**src/rtl/frame_packer_pkg.sv**
```systemverilog
`default_nettype none
// +---------------------------------------------------------------------------+
// | shift_pkg : shared constants, count-width helper, queue occupancy states  |
// | Revision  : 1.0                                                            |
// +---------------------------------------------------------------------------+
package shift_pkg;

  localparam int QDEPTH = 2;

  function automatic int cnt_width(input int k);
    return $clog2(k + 1);
  endfunction

  typedef enum logic [1:0] {
    Q_EMPTY = 2'd0,
    Q_ONE   = 2'd1,
    Q_FULL  = 2'd2
  } qstate_t;

endpackage
`default_nettype wire

```
**src/rtl/frame_packer_if.sv**
```systemverilog
`default_nettype none
// +---------------------------------------------------------------------------+
// | frame_packer_if : word input stream and frame output handshake bundle     |
// | Revision        : 1.0                                                      |
// +---------------------------------------------------------------------------+
interface frame_packer_if #(
  parameter int N = 4,
  parameter int K = 4
);

  logic                                InValid;
  logic [N-1:0]                        InData;
  logic                                InLast;
  logic                                OutValid;
  logic                                OutReady;
  logic [N*K-1:0]                      OutData;
  logic [shift_pkg::cnt_width(K)-1:0]  OutCount;
  logic                                Overflow;
  logic                                Busy;

  modport master (
    output InValid, InData, InLast, OutReady,
    input  OutValid, OutData, OutCount, Overflow, Busy
  );

  modport slave (
    input  InValid, InData, InLast, OutReady,
    output OutValid, OutData, OutCount, Overflow, Busy
  );

endinterface
`default_nettype wire

```
**src/rtl/frame_packer_queue.sv**
```systemverilog
`default_nettype none
// +---------------------------------------------------------------------------+
// | frame_queue : 2-entry frame FIFO with valid/ready head and full flag      |
// | Revision    : 1.0                                                          |
// +---------------------------------------------------------------------------+
module frame_queue
  import shift_pkg::*;
#(
  parameter int W     = 16,
  parameter int CW    = 3,
  parameter int DEPTH = QDEPTH
) (
  input  logic          Clk,
  input  logic          Clr,
  input  logic          push_i,
  input  logic [W-1:0]  data_i,
  input  logic [CW-1:0] cnt_i,
  input  logic          ready_i,
  output logic          full_o,
  output logic          valid_o,
  output logic [W-1:0]  head_o,
  output logic [CW-1:0] head_cnt_o
);

  qstate_t       state_q, state_d;
  logic          wr_q, wr_d;
  logic          rd_q, rd_d;
  logic [W-1:0]  data_q [DEPTH];
  logic [CW-1:0] cnt_q  [DEPTH];
  logic          pop;
  logic          push_ok;

  always_ff @(posedge Clk or posedge Clr) begin
    if (Clr) begin
      state_q <= Q_EMPTY;
      wr_q    <= 1'b0;
      rd_q    <= 1'b0;
    end else begin
      state_q <= state_d;
      wr_q    <= wr_d;
      rd_q    <= rd_d;
    end
  end

  // A pop on the same edge frees a slot, so a push into FULL is still taken.
  always_comb begin
    pop     = ready_i && (state_q != Q_EMPTY);
    push_ok = push_i && ((state_q != Q_FULL) || pop);
    wr_d    = wr_q ^ push_ok;
    rd_d    = rd_q ^ pop;
    state_d = state_q;
    case (state_q)
      Q_EMPTY: if (push_ok) state_d = Q_ONE;
      Q_ONE: begin
        if (push_ok && !pop)      state_d = Q_FULL;
        else if (pop && !push_ok) state_d = Q_EMPTY;
      end
      Q_FULL:  if (pop && !push_ok) state_d = Q_ONE;
      default: state_d = Q_EMPTY;
    endcase
  end

  always_ff @(posedge Clk or posedge Clr) begin
    if (Clr) begin
      for (int i = 0; i < DEPTH; i++) begin
        data_q[i] <= '0;
        cnt_q[i]  <= '0;
      end
    end else if (push_ok) begin
      data_q[wr_q] <= data_i;
      cnt_q[wr_q]  <= cnt_i;
    end
  end

  assign full_o     = (state_q == Q_FULL);
  assign valid_o    = (state_q != Q_EMPTY);
  assign head_o     = data_q[rd_q];
  assign head_cnt_o = cnt_q[rd_q];

endmodule
`default_nettype wire

```
**src/rtl/frame_packer.sv**
```systemverilog
`default_nettype none
// +---------------------------------------------------------------------------+
// | frame_packer : packs N-bit words into K-word frames, queues them for sink |
// | Revision     : 1.0                                                         |
// +---------------------------------------------------------------------------+
module frame_packer
  import shift_pkg::*;
#(
  parameter int N  = 4,
  parameter int K  = 4,
  parameter int QD = QDEPTH
) (
  input  logic           Clk,
  input  logic           Clr,
  frame_packer_if.slave  bus
);

  localparam int IW = $clog2(K);
  localparam int CW = cnt_width(K);
  localparam int FW = N * K;

  logic [FW-1:0] acc_q, acc_d;
  logic [FW-1:0] frame;
  logic [IW-1:0] idx_q, idx_d;
  logic          ovf_q, ovf_d;
  logic          close;
  logic          drop;
  logic          full;
  logic          head_valid;
  logic [CW-1:0] frame_cnt;

  always_ff @(posedge Clk or posedge Clr) begin
    if (Clr) begin
      acc_q <= '0;
      idx_q <= '0;
      ovf_q <= 1'b0;
    end else begin
      acc_q <= acc_d;
      idx_q <= idx_d;
      ovf_q <= ovf_d;
    end
  end

  // The closing word never lands in acc_q; it is merged straight into the pushed frame.
  always_comb begin
    frame = acc_q;
    for (int i = 0; i < K; i++) begin
      if (idx_q == IW'(i)) frame[i*N +: N] = bus.InData;
    end
    close     = bus.InValid && (bus.InLast || (idx_q == IW'(K - 1)));
    frame_cnt = CW'(idx_q) + CW'(1);
    acc_d     = acc_q;
    idx_d     = idx_q;
    if (bus.InValid) begin
      if (close) begin
        acc_d = '0;
        idx_d = '0;
      end else begin
        acc_d = frame;
        idx_d = idx_q + IW'(1);
      end
    end
    drop  = close && full && !(bus.OutReady && head_valid);
    ovf_d = ovf_q | drop;
  end

  frame_queue #(
    .W     (FW),
    .CW    (CW),
    .DEPTH (QD)
  ) u_queue (
    .Clk        (Clk),
    .Clr        (Clr),
    .push_i     (close),
    .data_i     (frame),
    .cnt_i      (frame_cnt),
    .ready_i    (bus.OutReady),
    .full_o     (full),
    .valid_o    (head_valid),
    .head_o     (bus.OutData),
    .head_cnt_o (bus.OutCount)
  );

  assign bus.OutValid = head_valid;
  assign bus.Overflow = ovf_q;
  assign bus.Busy     = (idx_q != '0);

endmodule
`default_nettype wire

```
**src/flat_wrapper.sv**
```systemverilog
// flat-port wrapper written by rule: the top's interface ports become plain ports
module frame_packer_flat import shift_pkg::*;
#(
  parameter int N  = 4,
  parameter int K  = 4,
  parameter int QD = QDEPTH
)
  (Clk, Clr, bus_InValid, bus_InData, bus_InLast, bus_OutReady, bus_OutValid, bus_OutData, bus_OutCount, bus_Overflow, bus_Busy);
  frame_packer_if #(.N(N), .K(K)) bus_i ();
  input  logic Clk;
  input  logic Clr;
  input wire logic [$bits(bus_i.InValid)-1:0] bus_InValid;
  input wire logic [$bits(bus_i.InData)-1:0] bus_InData;
  input wire logic [$bits(bus_i.InLast)-1:0] bus_InLast;
  input wire logic [$bits(bus_i.OutReady)-1:0] bus_OutReady;
  output wire logic [$bits(bus_i.OutValid)-1:0] bus_OutValid;
  output wire logic [$bits(bus_i.OutData)-1:0] bus_OutData;
  output wire logic [$bits(bus_i.OutCount)-1:0] bus_OutCount;
  output wire logic [$bits(bus_i.Overflow)-1:0] bus_Overflow;
  output wire logic [$bits(bus_i.Busy)-1:0] bus_Busy;
  assign bus_i.InValid = bus_InValid;
  assign bus_i.InData = bus_InData;
  assign bus_i.InLast = bus_InLast;
  assign bus_i.OutReady = bus_OutReady;
  assign bus_OutValid = bus_i.OutValid;
  assign bus_OutData = bus_i.OutData;
  assign bus_OutCount = bus_i.OutCount;
  assign bus_Overflow = bus_i.Overflow;
  assign bus_Busy = bus_i.Busy;
  frame_packer #(.N(N), .K(K), .QD(QD)) u_core (.Clk(Clk), .Clr(Clr), .bus(bus_i));
endmodule
```
**config.mk**
```make
export PLATFORM = sky130hd
export DESIGN_NAME = frame_packer_flat
export DESIGN_NICKNAME = d
export VERILOG_FILES = /design/src/rtl/frame_packer_pkg.sv /design/src/rtl/frame_packer_if.sv /design/src/rtl/frame_packer_queue.sv /design/src/rtl/frame_packer.sv /design/src/flat_wrapper.sv
export SDC_FILE = /design/constraint.sdc
export NUM_CORES = 1
export LEC_CHECK = 0
export CAP_MARGIN = 40
export CORE_MARGIN = 2
export CORE_UTILIZATION = 60
export CTS_BUF_LIST = sky130_fd_sc_hd__clkbuf_8 sky130_fd_sc_hd__clkbuf_16
export DETAILED_ROUTE_END_ITERATION = 16
export PLACE_DENSITY = 0.82
export SLEW_MARGIN = 5
export SYNTH_ARGS = -nofsm -noshare
export SYNTH_HDL_FRONTEND = slang
export SYNTH_SLANG_ARGS = --single-unit
```
**constraint.sdc**
```tcl
create_clock -name Clk -period 3.22 [get_ports Clk]
set_input_delay 0.483 -clock Clk [delete_from_list [all_inputs] [get_ports Clk]]
set_output_delay 0.483 -clock Clk [all_outputs]
set_load 0.01 [all_outputs]
```
[Yosys cells after proc, flatten, opt, wreduce, memory -nomap -nowiden]
Cells that the tools add are included.
Widths: inputs -> output; s select.
Operators by class
  add/subtract/negate cells: 2
  $lt $le $gt $ge: 3
  equal/unequal tests: 9
  multiplexer cells: 23
  bitwise operators: 5
  reduce and logical (&&, ||, !) cells: 17
Operators by type and width (count)
  $mux 16: 5
  $bwmux 32: 1
  $demux 16 s1: 1
  $mux 4: 4
  $mux 3: 4
  $mux 2: 5
  $logic_and 1x1->1: 8
  $bwmux 6: 1
  $eq 2x2->1 const B: 3
  $ne 2x2->1 const B: 3
  $pmux 2 s3: 1
  $eq 2x1->1 const B: 2
  $ge 2x2->1 const B: 2
  $logic_not 2->1: 2
  $not 1->2: 2
  $reduce_bool 2->1: 2
  $add 2x1->3 const B: 1
  $demux 3 s1: 1
  $ne 3x3->1 const B: 1
  $reduce_and 3->1: 1
  $add 2x1->2 const B: 1
  $logic_not 1->1: 2
  $logic_or 1x1->1: 2
  $lt 2x1->1 const B: 1
  other kinds (2): 3
Word-level totals
  bits in registers: 61
  input port bits: 9
  output and inout port bits: 22
  word-level logic and storage cells: 69

[Longest topological paths before layout]
Gate-level depths: netlist of run 1.
  word-level depth: 9
  mapped depth: 8
  mapped depth without buffers: 6

[By module]
Synthesis of run 1 repeated with hierarchy kept, for this count alone.
Second synthesis, totals
  cells, all modules: 210
  area total of the unflattened synthesis: 3021.6 um^2
By module, submodules not included
  frame_queue: times used 1, cells an instance 125, area an instance 1990.7 um^2, seq. area each 1051.0 um^2
  frame_packer: times used 1, cells an instance 85, area an instance 1031.0 um^2, seq. area each 475.5 um^2

[Worst setup path before layout of run 1]
Ideal clock, no wire load.
  path type: flip-flop to flip-flop
  start: reg u_core.idx_q[0]
  end: reg u_core.u_queue.data_q[18] (netlist name)
  library setup time: 137 ps
  arrival: 1679 ps
  data required time: 3083 ps
  setup slack: 1404 ps
  cell stages (with the launch flop): 9
  buffers on the path: 2
  clock period less this slack: 1816 ps
  path through: dfrtp_1 > ha_1 > o21ai_1 > nor2_1 > ha_1 > buf_2 > buf_2 > nor2_1 > a21oi_1
Between the ends
  cells in the longest elaborated chain, start to end: 4
RTL lines
  from (decl): RTL line frame_packer.sv:24  | logic [IW-1:0] idx_q, idx_d;
  from (signal assigned): RTL line frame_packer.sv:39  | idx_q <= idx_d;
  $eq 2x2->1: RTL line frame_packer.sv:50  | close = bus.InValid && (bus.InLast || (idx_q == IW'(K - 1)));
  $logic_or 1x1->1: RTL line frame_packer.sv:50
  $logic_and 1x1->1: RTL line frame_packer.sv:50
  $logic_and 1x1->1: RTL line frame_packer_queue.sv:48  | push_ok = push_i && ((state_q != Q_FULL) || pop);
  to (signal, indexed assignment): RTL line frame_packer_queue.sv:70  | data_q[wr_q] <= data_i;
  to (decl): RTL line frame_packer_queue.sv:28  | logic [W-1:0] data_q [DEPTH];
Several ways; a longest one is shown, not always the timed one.
A chain may end at the register's enable or synchronous reset.

[Final worst setup path of run 1]
  start: reg u_core.u_queue.rd_q
  end: out bus_OutData[13]
Between the ends
  cells in the longest elaborated chain, start to end: 4
RTL lines
  from (decl): RTL line frame_packer_queue.sv:27  | logic rd_q, rd_d;
  from (signal assigned): RTL line frame_packer_queue.sv:41  | rd_q <= rd_d;
  $not 1->2 (implied by the code): RTL line frame_packer_queue.sv:77  | assign head_o = data_q[rd_q];
  $mux 16 (implied by the code) (3 in series): RTL line frame_packer_queue.sv:77
  to (decl): RTL line flat_wrapper.sv:17  | output wire logic [$bits(bus_i.OutData)-1:0] bus_OutData;
Every way passes these cells. The select of a mux whose other input is x is not followed.

==> flow_summary.yaml, run 1 <==
outcome:
  status: "finished, final reports clean"
clocking:
  cts.hold.buffers_added: 0
  cts_tree: "built"
  number_of_buffers_inserted_during_clock_tree_synthesis: 9
  clock-root-buffer: "clkbuf_8"
  post-cts-setup-buffer-count: 0
  clk_transition_reported_paths_ns: 0.06
  cts_sinks: 61
  cts_buffer_depth: 2
  htree_levels: 3
  worst_skew_pair.late_latency_ns: 0.34
  cts_repair_resize_count: 0
synthesis:
  synthesis.nets: 260
  count_of_unique_library_cells_instantiated_by_yosys: 32
  yosys.area.top_type_share_pct: 53.72
  yosysSeqAreaShare_pct: 53.72
  ff_latch_count_synth: 61
  synth_top_area_cell: "dfrtp_1"
  yosysWarnings: 0
  syn-instance-count: 243
  syn_area_um2: 2841
  synth_area_leaders: "dfrtp_1, mux2_2, a21oi_1"
  synth.avg_cell_area_um2: 11.69
finish:
  antenna_cells_inserted: 0
  net_count_final: 293
  finish.cell_count_without_fillers: 335
  nFillCells: 327
  mostFrequentLayoutCells: "dfrtp_1, nor2_1, a21oi_1"
  area_growth_from_synthesis_to_final_layout_pct: 20.08
  final_common_cell: "dfrtp_1"
  final_layout_size_suffix_gt1_share_pct: 19.57
timing:
  fin_tns_setup_ns: 0
  timing.final.crit_period_ns: 2.617
  setup_viol_count_final: 0
  fin_ws_ns: 0.6033
  max-slew-margin-rel_pct: 50.37
  final_slew_viol_count: 0
  fin_worst_skew_ns: 0.005268
  setup_repair_after_global_routing_missed_its_margin: "no"
  final_hold_viol_count: 0
  max_clock_freq_ghz: 0.3822
  period_share_pct: 81.26
  worst_pin_slew_ns: 0.7434
setup_path:
  crit_path_end_kind: "output pin"
  critPathKind: "reg -> out"
  critPathRequiredTime_ns: 2.74
  critical_path_arrival_ns: 2.13
  cp-start-kind: "flop"
  worstPathMaxFanout: 12
global_routing:
  grt.total_usage_pct: 23.79
  largest_net_degree_at_the_start_of_global_routing: 36
  grt_first_pass_wirelength_um: 9335
  number_of_global_route_vias_before_repair: 1937
  grt.overflow.total: 0
  grt_antenna_before_repair: 0
job:
  timing.max_cap.violations: 0
floorplan:
  initial_utilization_pct: 61.38
  core.rowCount: 25
  die_h_um: 72.82
  chipWidth_um: 72.82
  io-pin-count: 31
  fp.dieArea_um2: 5302
  coreArea_um2: 4629
detailed_routing:
  route.detailed.drc: 0
  finalWirelength_um: 5601
  drt-vias-per-instance: 5.767
  drt-wirelength-per-cell_um: 16.72
  drt_first_pass_iters: 4
  detail-route-antenna-nets: 0
  via_count: 1932
  drtIter0Drc: 175
pwr:
  power_density_nw_per_um2: 937.9
  power.static_leakage_nw: 1.510
  power.ir.vdd_worst_mv: 0.4737
place:
  place_ws_ns: 0.6330
  detailedPlacementHpwl_um: 3809
  gp_congestion: 0.7872
  port_buf_inserts: 30
  place.detailed.instances: 319
min_path:
  worstHoldPathType: "reg -> reg"
[area by class of cell]
cell class / instances / area, um2 / area share, %
Clock buffer: 12 / 165.2 / 4.840
Multi-Input combinational cell: 159 / 1196 / 35.06
Inverter: 7 / 26.28 / 0.7701
Sequential cell: 61 / 1526 / 44.74
Clock inverter: 4 / 45.04 / 1.320
Tap cell: 54 / 67.56 / 1.980
Timing Repair Buffer: 38 / 385.4 / 11.29
[Yosys cell counts, drive strengths merged]
library cell,n
and4bb,1
nor2,35
dfrtp,61
nand3b,3
o21ai,3
o31ai,3
clkbuf,1
or4b,1
ha,8
buf,15
or2,3
mux2,24
mux2i,16
nand2,1
xnor2,1
o22ai,2
nor3b,1
a21oi,33
a31o,1
inv,7
a32o,9
and2,9
o211ai,1
nand2b,1
a22o,3
[critical path: stages (launching register included)]
cell             delay (ns)
dfrtp_1                0.63
buf_4                  0.31
mux2_2                 0.36
clkdlybuf4s50_1        0.49
[registers in the layout, indices dropped and copies added (netlist names)]
| signal | count |
|---|---|
| u_core.u_queue.data_q | 32 |
| u_core.acc_q | 16 |
| u_core.u_queue.cnt_q | 6 |
| u_core.idx_q | 2 |
| u_core.u_queue.state_q | 2 |
| u_core.bus.Overflow | 1 |
| u_core.u_queue.rd_q | 1 |
| u_core.u_queue.wr_q | 1 |
[layer usage]
metal  up-vias  wire length [um]  track usage (%)
li1        928                 -                -
met1       954              2551            31.32
met2        38              2748            36.77
met3        12               188            6.215
met4         0               112            11.73
met5         -                 0                0
[kinds of logic after synthesis]
| logic type | after synthesis | synth area share (%) |
|---|---|---|
| flops | 61 | 53.72 |
| compound gates | 55 | 13.39 |
| simple gates | 55 | 9.731 |
| mux | 40 | 15.15 |
| buf+inv | 23 | 4.183 |
| fa+ha+maj | 8 | 3.523 |
| xor+xnor | 1 | 0.3083 |
[worst paths after layout]
path	slack (ns)	to	cells past startpoint	from
worst max-delay path	0.60	bus_OutData[13]	3	u_core.u_queue.rd_q
worst min-delay path	0.48	u_core.acc_q[14]	1	u_core.acc_q[14]
worst max register to register	1.08	u_core.u_queue.data_q[2]	7	u_core.idx_q[0]
worst min register to register	0.48	u_core.acc_q[14]	1	u_core.acc_q[14]
max in group asynchronous	2.03	u_core.acc_q[15]	3	Clr
min in group asynchronous	0.59	u_core.u_queue.data_q[4]	2	Clr
[report_power, final]
part / leakage, nW / internal, mW / switching [mW] / total [mW]
Sequential: 0.753 / 1.05 / 0.179 / 1.23
Combinational: 0.646 / 0.718 / 0.549 / 1.27
Clock: 0.112 / 0.416 / 0.290 / 0.706
[per-stage QoR]
| stage | power [mW] | util (%) | hold WS (ns) | area [um2] |
|---|---|---|---|---|
| after floorplan | 1.947 | - | 0.4528 | 2841 |
| after global placement | 2.455 | 69.16 | 0.4543 | 3202 |
| after detailed placement | 2.508 | 69.16 | 0.4702 | 3202 |
| after CTS | 3.222 | 73.70 | 0.4872 | 3412 |
| after global routing | 3.379 | 73.70 | 0.4988 | 3412 |
| final | 3.200 | 73.70 | 0.4829 | 3412 |
Note: power is estimated with default switching activity, not from simulation.
==> inputs of run 2 (changes only) <==
- CORE_UTILIZATION: 60 -> 56
- PLACE_DENSITY: 0.82 -> 0.77
- clock period: 3.22 -> 2.5 ns (I/O delays scaled with it)
==> flow_summary.yaml, run 2 (same netlist as run 1, synthesis figures left out) <==
finish:
  final_layout_size_suffix_gt1_share_pct: 19.65
  final_common_cell: "dfrtp_1"
  net_count_final: 298
  area_growth_from_synthesis_to_final_layout_pct: 19.29
  stdcell_area_um2: 3390
  post-route-util_pct: 70.36
  most_flops_register: "u_core.u_queue.data_q"
  largest_register_ffs: 32
  mostFrequentLayoutCells: "dfrtp_1, nor2_1, a21oi_1"
  finish.cell_count_without_fillers: 352
  antenna_cells_inserted: 0
  biggestRegsByFlops: "u_core.u_queue.data_q: 32 flops, u_core.acc_q: 16 flops, u_core.u_queue.cnt_q: 6 flops"
detailed_routing:
  route.detailed.drc: 0
  drt-wirelength-per-cell_um: 15.53
  drtIter0Drc: 83
  finalWirelength_um: 5466
  drt-vias-per-instance: 5.580
  detail-route-antenna-nets: 0
  via_count: 1964
  drt_first_pass_iters: 4
clocking:
  number_of_buffers_inserted_during_clock_tree_synthesis: 9
  cts_repair_resize_count: 0
  cts_tree: "built"
  htree_levels: 3
  clock-root-buffer: "clkbuf_8"
  worst_skew_pair.late_latency_ns: 0.33
  post-cts-setup-buffer-count: 0
  clk_transition_reported_paths_ns: 0.06
  cts_buffer_depth: 2
  cts_sinks: 61
  cts.hold.buffers_added: 0
place:
  detailedPlacementHpwl_um: 3870
  place.detailed.instances: 337
  placement.cell_area_um2: 3231
  gp_congestion: 0.7465
  port_buf_inserts: 30
floorplan:
  core.rowCount: 25
  initial_utilization_pct: 58.99
  chipWidth_um: 75.23
  die_h_um: 75.23
  io-pin-count: 31
  fp.dieArea_um2: 5660
  coreArea_um2: 4817
setup_path:
  cp-start-kind: "flop"
  worst_case_reg_to_reg_path_depth: 7
  worstPathMaxFanout: 14
  critical_path_arrival_ns: 1.76
  crit_start: "u_core.u_queue.rd_q"
  critPathRequiredTime_ns: 2.12
  critPathKind: "reg -> out"
  worst_reg2reg_startpoint: "u_core.idx_q[0]"
  crit_path_end_kind: "output pin"
job:
  timing.max_cap.violations: 0
pwr:
  power.static_leakage_nw: 1.510
  report.power.total_mw: 3.932
  power_density_nw_per_um2: 1160
  power.ir.vdd_worst_mv: 0.5669
global_routing:
  grt_first_pass_wirelength_um: 9059
  grt_antenna_before_repair: 0
  number_of_global_route_vias_before_repair: 1923
  largest_net_degree_at_the_start_of_global_routing: 27
  grt.total_usage_pct: 21.94
  grt.overflow.total: 0
timing:
  fin_worst_skew_ns: 0.003910
  final_slew_viol_count: 0
  setup_viol_count_final: 0
  max_clock_freq_ghz: 0.4684
  setup_repair_after_global_routing_missed_its_margin: "no"
  final_hold_viol_count: 0
  max-slew-margin-rel_pct: 67.39
  timing.final.crit_period_ns: 2.135
  period_share_pct: 85.40
  fin_tns_setup_ns: 0
  worst_pin_slew_ns: 0.4891
min_path:
  worstHoldPathType: "in -> async"
outcome:
  status: "finished, final reports clean"
-- run 2: cell types whose count changed in the layout (fill, tap and decap cells not counted), sizes merged --
cell / delta
inv: +3
clkinv: -1
clkbuf: -2
buf: +5
bufinv: -1
-- run 2: routing by layer --
layer  wire, um  track usage, %  vias up
met1       2599           28.82      980
met2       2617           35.96       42
met5          0               0        -
met3        163           4.418        9
li1           -               -      933
met4         86           8.772        0
-- run 2: report_power, final --
part / switching [mW] / internal [mW] / leakage, nW
sequential: 0.198 / 1.35 / 0.753
clock: 0.353 / 0.367 / 0.0957
combinational: 0.728 / 0.936 / 0.662
total: 1.28 / 2.65 / 1.51
-- run 2: path summary, 6_finish.rpt --
check	endpoint	slack [ns]
max in group asynchronous	u_core.acc_q[9]	1.46
setup reg to reg	u_core.u_queue.data_q[10]	0.69
hold reg to reg	u_core.bus.Overflow	0.49
setup / recovery	bus_OutData[11]	0.37
hold / removal	u_core.u_queue.data_q[20]	0.35
min in group Clk	u_core.bus.Overflow	0.49
-- run 2: area by class of cell --
type	count	area (um2)
tap	67	83.83
multi-input combinational	159	1196
sequential	61	1526
timing repair buffer	43	397.9
fill	408	1428
clock buffer	10	137.6
inverter	7	26.28
clock inverter	5	21.27
-- run 2: worst max-delay path, stage by stage, from the launching register on --
cell             delay, ns
dfrtp_1               0.34
buf_4                 0.23
mux2_2                0.37
clkdlybuf4s50_1       0.48
-- run 2: through the flow --
stage,hold WS [ns],setup WS (ns)
global placement,0.4566,0.4041
detailed placement,0.4619,0.3726
CTS,0.3636,0.3505
finish,0.3537,0.3650
global route,0.4072,0.2994
floorplan,0.4528,0.6120
